$ cat config.mk
export PLATFORM = sky130hd
export DESIGN_NAME = interval_timer_flat
export DESIGN_NICKNAME = d
export VERILOG_FILES = /design/src/rtl/interval_timer_if.sv /design/src/rtl/interval_timer.sv /design/src/flat_wrapper.sv
export SDC_FILE = /design/constraint.sdc
export NUM_CORES = 1
export LEC_CHECK = 0
export ABC_AREA = 0
export CAP_MARGIN = 20
export CORE_MARGIN = 3
export CORE_UTILIZATION = 58
export CTS_BUF_LIST = sky130_fd_sc_hd__clkbuf_2 sky130_fd_sc_hd__clkbuf_4 sky130_fd_sc_hd__clkbuf_8
export CTS_CLUSTER_DIAMETER = 60
export DETAILED_ROUTE_END_ITERATION = 7
export PLACE_DENSITY_LB_ADDON = 0.1
export SYNTH_ARGS = -nofsm -noshare
export SYNTH_HDL_FRONTEND = slang
export SYNTH_SLANG_ARGS = --single-unit
$ cat constraint.sdc
create_clock -name clock -period 4.15 [get_ports clock]
set_clock_uncertainty 0.1 [all_clocks]
set_input_delay 0.6225 -clock clock [delete_from_list [all_inputs] [get_ports clock]]
set_output_delay 0.6225 -clock clock [all_outputs]
set_load 0.01 [all_outputs]
$ cat src/rtl/interval_timer_if.sv
// Signal bundle between the traffic-light FSM (master) and interval_timer (slave).
// TIMER_STATUS_OUT_EN adds the Timer_Busy / Time_Left status outputs.
interface interval_timer_if #(
    parameter int CNT_W = 4
);
    logic             Start_Timer;
    logic [1:0]       Interval_Select;
    logic             Prog_Sync;
    logic [1:0]       Time_Param_Select;
    logic [CNT_W-1:0] Time_Value;
    logic             Expired;
`ifdef TIMER_STATUS_OUT_EN
    logic             Timer_Busy;
    logic [CNT_W-1:0] Time_Left;
`endif

    modport master (
`ifdef TIMER_STATUS_OUT_EN
        input  Timer_Busy, Time_Left,
`endif
        output Start_Timer, Interval_Select, Prog_Sync, Time_Param_Select, Time_Value,
        input  Expired
    );

    modport slave (
`ifdef TIMER_STATUS_OUT_EN
        output Timer_Busy, Time_Left,
`endif
        input  Start_Timer, Interval_Select, Prog_Sync, Time_Param_Select, Time_Value,
        output Expired
    );
endinterface

$ cat src/rtl/interval_timer.sv
// Seconds countdown timer feeding the traffic-light FSM its Expired event.
// Holds three programmable intervals (base/ext/yel); a prescaler divides the
// clock into 1 s ticks. Optional status outputs under TIMER_STATUS_OUT_EN.
//
// state   | meaning
// BOOT    | first cycle after reset; issue the kick-start Expired pulse
// IDLE    | counter and prescaler hold, waiting for Start_Timer
// RUNNING | prescaler ticking, seconds counter counting down
module interval_timer #(
    parameter int TICK_DIV     = 100000000,
    parameter int CNT_W        = 4,
    parameter int BASE_DEFAULT = 6,
    parameter int EXT_DEFAULT  = 3,
    parameter int YEL_DEFAULT  = 2
) (
    input  logic         clock,
    input  logic         reset,
    interval_timer_if.slave tif
);
    localparam int PW = (TICK_DIV > 1) ? $clog2(TICK_DIV) : 1;

    typedef enum logic [1:0] {BOOT, IDLE, RUNNING} state_t;

    state_t           state_q, state_d;
    logic [CNT_W-1:0] cnt_q, cnt_d;
    logic [PW-1:0]    presc_q, presc_d;
    logic             expired_q, expired_d;
    logic [CNT_W-1:0] base_q, base_d;
    logic [CNT_W-1:0] ext_q, ext_d;
    logic [CNT_W-1:0] yel_q, yel_d;
    logic [CNT_W-1:0] sel_val;

    // Next-state: programming, start/restart, boot pulse and countdown.
    always_comb begin
        state_d   = state_q;
        cnt_d     = cnt_q;
        presc_d   = presc_q;
        expired_d = 1'b0;
        base_d    = base_q;
        ext_d     = ext_q;
        yel_d     = yel_q;

        // Start always reads the pre-write register value, so a same-edge
        // write only takes effect from the next start.
        case (tif.Interval_Select)
            2'b01:   sel_val = ext_q;
            2'b10:   sel_val = yel_q;
            default: sel_val = base_q;
        endcase

        if (tif.Prog_Sync) begin
            case (tif.Time_Param_Select)
                2'b00:   base_d = tif.Time_Value;
                2'b01:   ext_d  = tif.Time_Value;
                2'b10:   yel_d  = tif.Time_Value;
                default: ;
            endcase
        end

        if (tif.Start_Timer) begin
            cnt_d   = (sel_val == '0) ? CNT_W'(1) : sel_val;
            presc_d = '0;
            state_d = RUNNING;
        end else begin
            case (state_q)
                BOOT: begin
                    expired_d = 1'b1;
                    state_d   = IDLE;
                end
                IDLE: ;
                RUNNING: begin
                    if (presc_q == PW'(TICK_DIV - 1)) begin
                        presc_d = '0;
                        if (cnt_q > CNT_W'(1)) begin
                            cnt_d = cnt_q - CNT_W'(1);
                        end else begin
                            cnt_d     = '0;
                            expired_d = 1'b1;
                            state_d   = IDLE;
                        end
                    end else begin
                        presc_d = presc_q + PW'(1);
                    end
                end
                default: state_d = IDLE;
            endcase
        end
    end

    // State registers with synchronous reset to boot state and defaults.
    always_ff @(posedge clock) begin
        if (reset) begin
            state_q   <= BOOT;
            cnt_q     <= '0;
            presc_q   <= '0;
            expired_q <= 1'b0;
            base_q    <= CNT_W'(BASE_DEFAULT);
            ext_q     <= CNT_W'(EXT_DEFAULT);
            yel_q     <= CNT_W'(YEL_DEFAULT);
        end else begin
            state_q   <= state_d;
            cnt_q     <= cnt_d;
            presc_q   <= presc_d;
            expired_q <= expired_d;
            base_q    <= base_d;
            ext_q     <= ext_d;
            yel_q     <= yel_d;
        end
    end

    assign tif.Expired = expired_q;

`ifdef TIMER_STATUS_OUT_EN
    assign tif.Timer_Busy = (state_q == RUNNING);
    assign tif.Time_Left  = (state_q == RUNNING) ? cnt_q : '0;
`endif
endmodule
$ cat src/flat_wrapper.sv
// flat-port wrapper written by rule: the top's interface ports become plain ports
module interval_timer_flat 
#(
    parameter int TICK_DIV     = 100000000,
    parameter int CNT_W        = 4,
    parameter int BASE_DEFAULT = 6,
    parameter int EXT_DEFAULT  = 3,
    parameter int YEL_DEFAULT  = 2
)
  (clock, reset, tif_Start_Timer, tif_Interval_Select, tif_Prog_Sync, tif_Time_Param_Select, tif_Time_Value, tif_Expired);
  interval_timer_if #(.CNT_W(CNT_W)) tif_i ();
  input  logic clock;
  input  logic reset;
  input wire logic [$bits(tif_i.Start_Timer)-1:0] tif_Start_Timer;
  input wire logic [$bits(tif_i.Interval_Select)-1:0] tif_Interval_Select;
  input wire logic [$bits(tif_i.Prog_Sync)-1:0] tif_Prog_Sync;
  input wire logic [$bits(tif_i.Time_Param_Select)-1:0] tif_Time_Param_Select;
  input wire logic [$bits(tif_i.Time_Value)-1:0] tif_Time_Value;
  output wire logic [$bits(tif_i.Expired)-1:0] tif_Expired;
  assign tif_i.Start_Timer = tif_Start_Timer;
  assign tif_i.Interval_Select = tif_Interval_Select;
  assign tif_i.Prog_Sync = tif_Prog_Sync;
  assign tif_i.Time_Param_Select = tif_Time_Param_Select;
  assign tif_i.Time_Value = tif_Time_Value;
  assign tif_Expired = tif_i.Expired;
  interval_timer #(.TICK_DIV(TICK_DIV), .CNT_W(CNT_W), .BASE_DEFAULT(BASE_DEFAULT), .EXT_DEFAULT(EXT_DEFAULT), .YEL_DEFAULT(YEL_DEFAULT)) u_core (.clock(clock), .reset(reset), .tif(tif_i));
endmodule
==> flow_summary_export.csv, run 1 <==
group,metric,value,unit
yosys,synth-xor-area-share,9.92,%
route,wirelength,4260,um
yosys,syn_area,2210,um^2
cells_and_area,final_nets,285,
route,routedWlPerCell,13.5,um
clock_network,clock_sinks,46,
cells_and_area,drive_gt1_share,6.32,%
global_route,antenna_found_initial,0,
place,portBuffers,12,
clock_network,clk_pin_slew,0.08,ns
floorplanning,start_util,63.2,%
global_route,grt_pass1_vias,1639,
global_route,grt_pass1_wl,7580,um
timing,tightest_slew,0.903,ns
global_route,gr-total-overflow,0,
run_status,status,"completed",
clock_network,cts_tree,"done",
pwr,power.density,368,nW/um^2
worst_hold_path,hold_class,"reg -> reg",
setup_path,rrSetupSlack,1.98,ns
timing,slew-limit-headroom,39.7,%
clock_network,post_cts.repair.setup_buffers,0,
cells_and_area,final_common_cell,"dfxtp_1",
cells_and_area,n_antenna_cell,0,
global_route,grt_max_degree,30,
yosys,synth-edff-count,0,
yosys,yosysSeqAreaShare,41.7,%
floorplanning,num_rows,21,
timing,rsz0062_at_grt,"false",
cells_and_area,layout-area-overhead-vs-synth,14.0,%
setup_path,cp-endpoint,"u_core.cnt_q[1]",
clock_network,postCtsHoldBufs,0,
timing,min_period,2.46,ns
floorplanning,die_w,67.7,um
yosys,synthCells,254,
timing,setup_tns,0,ns
route,ant_nets,0,
setup_path,worstReg2RegEnd,"u_core.presc_q[26]",
route,drt_iter0_drc,175,
yosys,synth_top_family_by_area,"simple AND/OR/NAND/NOR gates",
yosys,synthesis.nets,271,
setup_path,path_cells,"clkdlybuf4s50_1 > or2_0 > or3_1 > or3_1 > o211ai_1",
clock_network,root_buffer,"clkbuf_8",
floorplanning,dieArea,4580,um^2
setup_path,crit_start,"reset",
route,firstDrtPassIters,4,
timing,finalHoldViolations,0,
setup_path,slowest_delay,0.68,ns
setup_path,worst_path_max_delay_cell,"clkdlybuf4s50_1",
setup_path,reg2reg_from,"u_core.presc_q[0]",
floorplanning,die_h,67.7,um
route,vias,1771,
yosys,synth_warnings,0,
pwr,finalPower,0.000926,W
place,hpwlAfterDp,3090,um
clock_network,cts_buffers,5,
clock_network,clk_path_buf_depth,2,
setup_path,endpoint_kind,"flop",
pwr,max-vdd-ir-drop,0.255,mV
yosys,synth-simple-area-share,30.9,%
timing,setup_viol,0,
clock_network,htreeDepth,2,
setup_path,cp.required,4.27,ns
pwr,power_leakage,0.930,nW
timing,slew_viol_final,0,
setup_path,r2r_cells,6,
cells_and_area,final_cell_mix,"dfxtp_1, nor2_1, xor2_1",
timing,fmax,0.407,GHz
setup_path,startpoint_type,"primary input",
yosys,synth_compound_area_share,8.67,%
yosys,ys_ff_latch,46,
timing,post-route-period-util,59.2,%
setup_path,cp_max_fo,16,
setup_path,critPathArrivalTime,2.58,ns
yosys,syn_avg_cell_area,8.69,um^2
clock_network,clk_latency,0.30,ns
route,avgViaCountPerCell,5.62,
yosys,synthFlopType,"dfxtp_1",
setup_path,path_common_cell,"or3_1",
yosys,synth.distinct_cells,42,
route,detail_route.drc_violations,0,
place,gp_congestion,0.846,
floorplanning,num_io_pins,13,
setup_path,worstSetupPathType,"in -> reg",
yosys,synthArstFlopShare,0,%
clock_network,cts-resized-gates,0,
global_route,grt_usage,21.8,%
yosys,synth_mux_area_share,2.72,%
yosys,synth_fa_ha_area_share,2.83,%
floorplanning,core,3490,um^2
flow_run,max_cap_viol_count,0,
## how the worst min path moves through the flow
stage | slack [ns] | cells past startpoint | endpoint | startpoint
final | 0.36 | 1 | u_core.tif.Expired | u_core.state_q[0]
after global routing | 0.39 | 1 | u_core.ext_q[1] | u_core.ext_q[1]
after detailed placement | 0.35 | 1 | u_core.yel_q[1] | u_core.yel_q[1]
after global placement | 0.35 | 1 | u_core.yel_q[1] | u_core.yel_q[1]
after floorplan | 0.32 | 1 | u_core.tif.Expired | u_core.state_q[0]
after CTS | 0.37 | 1 | u_core.tif.Expired | u_core.state_q[0]
## metrics by stage
stage	setup slack, ns	util, %	hold WS (ns)	instances	area (um^2)
finish	1.69	72.0	0.359	315	2520
global route	1.56	72.0	0.393	315	2520
detailed placement	1.38	68.0	0.354	307	2370
CTS	1.69	72.0	0.369	315	2520
floorplan	2.22	-	0.321	254	2210
global placement	1.45	68.0	0.352	307	2370
## per-layer routing
metal	up-vias	wire (um)	global-route usage (%)
met5	-	0	0
met4	0	71	6.84
met3	9	177	5.49
met2	31	1720	30.7
met1	816	2290	32.0
li1	915	-	-
## cells in the mapped netlist (4+ instances only)
| cell | instances | area [um^2] |
|---|---|---|
| dfxtp_1 | 46 | 921 |
| nor2_1 | 44 | 165 |
| xor2_1 | 19 | 166 |
| nand2_1 | 16 | 60.1 |
| nand3_1 | 12 | 60.1 |
| inv_1 | 10 | 37.5 |
| nand4_1 | 10 | 62.6 |
| a211o_1 | 6 | 52.6 |
| mux2i_1 | 6 | 60.1 |
| xnor2_1 | 6 | 52.6 |
| a21oi_1 | 5 | 25.0 |
| and3_1 | 5 | 31.3 |
| and4_1 | 5 | 43.8 |
| clkbuf_1 | 5 | 18.8 |
| ha_1 | 5 | 62.6 |
| nor3_1 | 5 | 25.0 |
| a22oi_1 | 4 | 30.0 |
| and2_1 | 4 | 25.0 |
| nor2b_1 | 4 | 25.0 |
| o21ai_0 | 4 | 20.0 |
| or3_1 | 4 | 25.0 |
## where the power goes
group	leakage, nW	internal [W]	switching [W]
logic	0.485	0.0000297	0.0000350
clock network	0.0714	0.000257	0.000147
registers	0.373	0.000451	0.00000712
## registers in the layout, summed over array words and instances, names as in the netlist
register,flops
u_core.presc_q,27
u_core.base_q,4
u_core.cnt_q,4
u_core.ext_q,4
u_core.yel_q,4
u_core.state_q,2
u_core.tif.Expired,1
## critical path, delay by kind of cell
family                 cells  cell delay (ns)
buffers and inverters      1             0.68
AOI/OAI and AO/OA          1             0.09
and+or+nand+nor            3             1.18
## cells by family (layout without fill, tap and decap cells)
group	Yosys count	in the layout
buf+inv	18	33
mux	6	6
compound gates	27	27
xor+xnor	25	25
simple gates	127	127
fa+ha+maj	5	5
flops	46	46
## area by class of cell
type	count	area [um^2]
repair buffers	15	143
inverters	10	37.5
fillers	273	977
clock buffers	6	82.6
flip-flops and latches	46	921
multi-input cells	190	1220
well taps	46	57.6
clock inverters	2	60.1
Power figures use the tool's default switching activity.
==> inputs of run 2 (changes only) <==
- clock period: 4.15 -> 2.4 ns (I/O delays scaled with it)
==> run 2 against run 1 <==
  * Cell count up 1.9%
  * Clock power up 42%
  * Non-clock buffer count up 6
  * Combinational power up 87%
  * Total power up 60%
  * Largest cell class unchanged
  * Largest power group unchanged
  * Highest routed layer unchanged
==> flow_summary_export.csv, run 2 (synthesized netlist as in run 1, its figures left out) <==
group,metric,value,unit
cells_and_area,final_common_cell,"dfxtp_1",
timing,tightest_slew,0.563,ns
setup_path,startpoint_type,"primary input",
timing,setup_viol,0,
worst_hold_path,hold_class,"reg -> reg",
timing,slew-limit-headroom,62.2,%
setup_path,worstSetupPathType,"in -> reg",
floorplanning,core,3490,um^2
clock_network,clk_path_buf_depth,2,
clock_network,postCtsHoldBufs,0,
cells_and_area,regMostFlops,"u_core.presc_q",
cells_and_area,final_nets,291,
floorplanning,num_io_pins,13,
run_status,status,"completed",
floorplanning,start_util,63.2,%
cells_and_area,layout-area-overhead-vs-synth,14.7,%
cells_and_area,n_antenna_cell,0,
floorplanning,num_rows,21,
timing,post-route-period-util,85.5,%
clock_network,root_buffer,"clkbuf_8",
clock_network,clk_pin_slew,0.08,ns
setup_path,cp.required,2.48,ns
global_route,grt_pass1_wl,7440,um
timing,slew_viol_final,0,
route,routedWlPerCell,13.7,um
timing,min_period,2.05,ns
clock_network,cts_buffers,5,
pwr,max-vdd-ir-drop,0.401,mV
clock_network,cts_tree,"done",
cells_and_area,drive_gt1_share,8.36,%
route,detail_route.drc_violations,0,
global_route,grt_pass1_vias,1651,
floorplanning,die_h,67.7,um
floorplanning,dieArea,4580,um^2
global_route,grt_max_degree,21,
place,hpwlAfterDp,3200,um
cells_and_area,final_util,72.5,%
route,firstDrtPassIters,4,
setup_path,cp_max_fo,8,
route,avgViaCountPerCell,5.59,
clock_network,clock_sinks,46,
global_route,gr-total-overflow,0,
clock_network,post_cts.repair.setup_buffers,0,
setup_path,critPathArrivalTime,2.13,ns
pwr,power.density,587,nW/um^2
timing,rsz0062_at_grt,"false",
route,drt_iter0_drc,89,
place,portBuffers,12,
timing,finalHoldViolations,0,
global_route,grt_usage,21.5,%
route,wirelength,4400,um
place,gp_congestion,0.814,
route,vias,1795,
cells_and_area,stdcell_area,2530,um^2
cells_and_area,largest_reg_flops,27,
flow_run,max_cap_viol_count,0,
timing,fmax,0.487,GHz
timing,hold-worst-slack,0.373,ns
route,ant_nets,0,
floorplanning,die_w,67.7,um
timing,setup_tns,0,ns
global_route,antenna_found_initial,0,
pwr,power_leakage,0.943,nW
clock_network,cts-resized-gates,0,
setup_path,worst_path_max_delay_cell,"clkdlybuf4s50_1",
setup_path,slowest_delay,0.49,ns
clock_network,htreeDepth,2,
cells_and_area,final_cell_mix,"dfxtp_1, nor2_1, xor2_1",
clock_network,clk_latency,0.30,ns
setup_path,endpoint_kind,"flop",
place,placed_area,2420,um^2
setup_path,path_cells,"clkdlybuf4s50_1 > inv_1 > ha_1 > o21ai_0 > nor3_1 > a2111oi_0 > a311oi_1",
[run 2: changes by cell type in the layout (fill, tap and decap cells not counted), sizes merged]
cell	previous run	this run
buf	3	9
bufinv	2	1
clkinvlp	0	1
[run 2: metrics by stage]
stage | total power, W | cells | worst slack [ns]
floorplan | 0.000878 | 254 | 0.575
global route | 0.00154 | 321 | 0.134
global placement | 0.000925 | 313 | 0.137
finish | 0.00149 | 321 | 0.347
detailed placement | 0.000928 | 313 | 0.0295
CTS | 0.00150 | 321 | 0.358
[run 2: power by group]
part / leakage [nW] / switching [W] / total, W / internal, W
registers: 0.373 / 0.0000131 / 0.000793 / 0.000780
logic: 0.515 / 0.0000641 / 0.000121 / 0.0000568
clock network: 0.0548 / 0.000251 / 0.000573 / 0.000322
[run 2: critical path: cells and delay by family]
family,cells,cell delay [ns]
AO/OA/AOI/OAI,3,0.74
buffers and inverters,2,0.54
adder cells (fa/ha/maj),1,0.38
AND/OR/NAND/NOR,1,0.10
[run 2: layout make-up]
| class | instances | area, um^2 |
|---|---|---|
| tap | 46 | 57.6 |
| fill | 284 | 961 |
| inverter | 10 | 37.5 |
| clock inverter | 2 | 37.5 |
| clock buffer | 6 | 76.3 |
| sequential | 46 | 921 |
| multi-input combinational | 190 | 1220 |
| timing repair buffer | 21 | 188 |
[run 2: worst paths after layout]
check / start / endpoint / slack, ns / cells after the start
worst min register to register: u_core.yel_q[1] / u_core.yel_q[1] / 0.37 / 1
worst min-delay path: u_core.yel_q[1] / u_core.yel_q[1] / 0.37 / 1
worst max-delay path: tif_Interval_Select[0] / u_core.cnt_q[0] / 0.35 / 7
worst max register to register: u_core.presc_q[3] / u_core.cnt_q[0] / 0.40 / 5
[run 2: metal layers]
metal / vias up / GRT usage (%) / share of wire [%]
li1: 929 / - / -
met1: 836 / 28.4 / 50
met2: 23 / 34.3 / 45
met3: 7 / 4.49 / 3.6
met4: 0 / 8.35 / 1.5
met5: - / 0 / 0
==> inputs of run 3 (changes only) <==
- ABC_AREA: 0 -> 1
- CORE_UTILIZATION: 58 -> 56
- clock period: 2.4 -> 1.81 ns (I/O delays scaled with it)
==> run 3 against run 2 <==
  * Worst hold slack better by 0.011 ns
  * Critical path type is now reg -> reg
  * Largest cell class unchanged
  * Critical path depth is 3 higher
  * Clock power is 9.4% higher
  * Clock-buffer cell count is 1 lower
  * Register-to-register slack worse by 0.28 ns
  * Total power is 29% higher
  * Synthesized cell count is 51% higher
==> flow_summary_export.csv, run 3 <==
group,metric,value,unit
run_status,status,"completed",
setup_path,critPathArrivalTime,1.78,ns
route,drt_iter0_drc,140,
yosys,synthCells,384,
clock_network,post_cts.repair.setup_buffers,0,
yosys,ys_ff_latch,46,
timing,post-route-period-util,93.2,%
global_route,grt_usage,22.8,%
setup_path,endpoint_kind,"flop",
timing,hold-worst-slack,0.384,ns
place,place_inst,455,
yosys,yosys.area.top_type_share,36.5,%
worst_hold_path,hp-start,"u_core.base_q[0]",
yosys,synthArstFlopShare,0,%
yosys,syn_avg_cell_area,6.57,um^2
yosys,synthTopCellsByArea,"dfxtp_1, nand2_1, nor2_1",
global_route,gr-total-overflow,0,
route,vias,2429,
timing,finalHoldViolations,0,
clock_network,clk_latency,0.30,ns
place,hpwlAfterDp,4250,um
place,gp_congestion,0.849,
floorplanning,die_w,73.1,um
yosys,syn_area,2520,um^2
cells_and_area,drive_gt1_share,10.7,%
yosys,yosysSeqAreaShare,36.5,%
floorplanning,num_io_pins,13,
route,ant_nets,0,
cells_and_area,largest_reg_flops,27,
yosys,synthesis.nets,401,
cells_and_area,layout-area-overhead-vs-synth,14.3,%
floorplanning,die_h,73.1,um
pwr,power_leakage,1.16,nW
yosys,yosys.cell_count.top_type,"nand2_1",
timing,min_period,1.69,ns
clock_network,cts_buffers,5,
route,avgViaCountPerCell,5.25,
timing,slew-limit-headroom,71.1,%
global_route,grt_max_degree,16,
timing,rsz0062_at_grt,"false",
timing,slew_viol_final,0,
cells_and_area,n_antenna_cell,0,
yosys,synthFlopType,"dfxtp_1",
clock_network,clock_sinks,46,
global_route,antenna_found_initial,0,
floorplanning,start_util,60.4,%
route,detail_route.drc_violations,0,
timing,finalWorstSetupSlack,0.123,ns
floorplanning,num_rows,23,
setup_path,crit_start,"u_core.presc_q[1]",
route,routedWlPerCell,11.9,um
setup_path,rrSetupSlack,0.12,ns
yosys,synth_top_area_cell,"dfxtp_1",
global_route,grt_pass1_wl,9640,um
pwr,finalPower,0.00192,W
worst_hold_path,hold_class,"reg -> reg",
timing,tightest_slew,0.430,ns
setup_path,worstSetupPathType,"reg -> reg",
clock_network,clk_pin_slew,0.09,ns
timing,fmax,0.593,GHz
clock_network,htreeDepth,2,
yosys,synthTopCellsByCount,"nand2_1, nor2_1, inv_1",
yosys,synth.distinct_cells,33,
yosys,synth-edff-count,0,
cells_and_area,final_cell_mix,"nand2_1, nor2_1, inv_1, dfxtp_1, nand3_1",
setup_path,cp.required,1.90,ns
yosys,synth_warnings,0,
cells_and_area,final_common_cell,"nand2_1",
setup_path,cp_max_fo,15,
clock_network,root_buffer,"clkbuf_8",
cells_and_area,regMostFlops,"u_core.presc_q",
flow_run,max_cap_viol_count,0,
setup_path,startpoint_type,"flop",
route,wirelength,5510,um
route,firstDrtPassIters,4,
pwr,power.density,665,nW/um^2
floorplanning,dieArea,5350,um^2
global_route,grt_pass1_vias,2292,
place,portBuffers,12,
setup_path,reg2reg_from,"u_core.presc_q[1]",
timing,setup_viol,0,
place,preCtsSetupSlack,-0.235,ns
pwr,max-vdd-ir-drop,0.436,mV
clock_network,clk_path_buf_depth,2,
floorplanning,core,4170,um^2
clock_network,cts_tree,"done",
cells_and_area,fillCellCount,353,
cells_and_area,final_nets,429,
cells_and_area,fin_cells,463,
[run 3: cell types whose count changed after synthesis, sizes merged, moves of 5 or more]
cell / previous run / this run
o21ai: 4 / 21
a211o: 6 / 0
nand3: 12 / 33
nor2: 45 / 70
nand2: 16 / 101
and3: 6 / 1
and4: 5 / 0
inv: 10 / 50
xnor2: 6 / 1
nor3: 5 / 13
mux2i: 6 / 0
xor2: 19 / 6
a21oi: 5 / 12
[run 3: power breakdown]
part / internal (W) / switching, W / leakage [nW]
combinational: 0.000104 / 0.000129 / 0.740
clock: 0.000272 / 0.000356 / 0.0441
sequential: 0.00104 / 0.0000190 / 0.374
[run 3: kinds of logic after synthesis]
kind of cell	synth area share, %
flip-flops	36.5
AO/OA/AOI/OAI	7.59
AND/OR/NAND/NOR	42.5
XOR/XNOR	2.43
adder cells (fa/ha/maj)	2.48
buffers and inverters	8.53
[run 3: area by class of cell]
| cell class | count | area (um^2) | share of cell area (%) |
|---|---|---|---|
| timing repair buffer | 26 | 225 | 7.81 |
| clock buffer | 5 | 68.8 | 2.39 |
| clock inverter | 3 | 21.3 | 0.738 |
| sequential | 46 | 921 | 31.9 |
| inverter | 50 | 188 | 6.51 |
| multi-input combinational | 283 | 1400 | 48.5 |
| tap | 50 | 62.6 | 2.17 |
[run 3: stage by stage]
step	util [%]	area, um^2	setup TNS, ns
6_report	69.1	2880	0
5_1_grt	69.1	2880	0
4_1_cts	68.8	2870	0
3_5_place_dp	66.7	2780	-0.736
3_3_place_gp	66.7	2780	-0.602
2_1_floorplan	-	2520	0
[run 3: worst paths after layout]
| path | depth (start not counted) | end |
|---|---|---|
| setup / recovery | 10 | u_core.presc_q[15] |
| hold / removal | 2 | u_core.base_q[0] |
| setup reg to reg | 10 | u_core.presc_q[15] |
| hold reg to reg | 2 | u_core.base_q[0] |
[run 3: metal layers]
layer / routed length, um / GRT usage, % / part of all wire [%] / up-vias
li1: - / - / - / 1287
met1: 2460 / 27.4 / 45 / 1063
met2: 2620 / 39.0 / 48 / 64
met3: 255 / 3.99 / 4.6 / 15
met4: 165 / 10.9 / 3.0 / 0
met5: 0 / 0 / 0 / -
[run 3: repair_timing]
action	4_1_cts	5_1_grt
endpoints found under the setup margin	0	7
gates resized for setup	0	6
hold buffers	0	0
[run 3: worst max-delay path, stage by stage, from the launching register on]
cell and delay, ns:
dfxtp_1 0.38, ha_1 0.19, nand2_1 0.09, nor2_1 0.12, nand2_2 0.09, nor2_4 0.15, nand3_4 0.14, nand2_8 0.16
inv_2 0.06, nand2_1 0.06, nor2_1 0.04
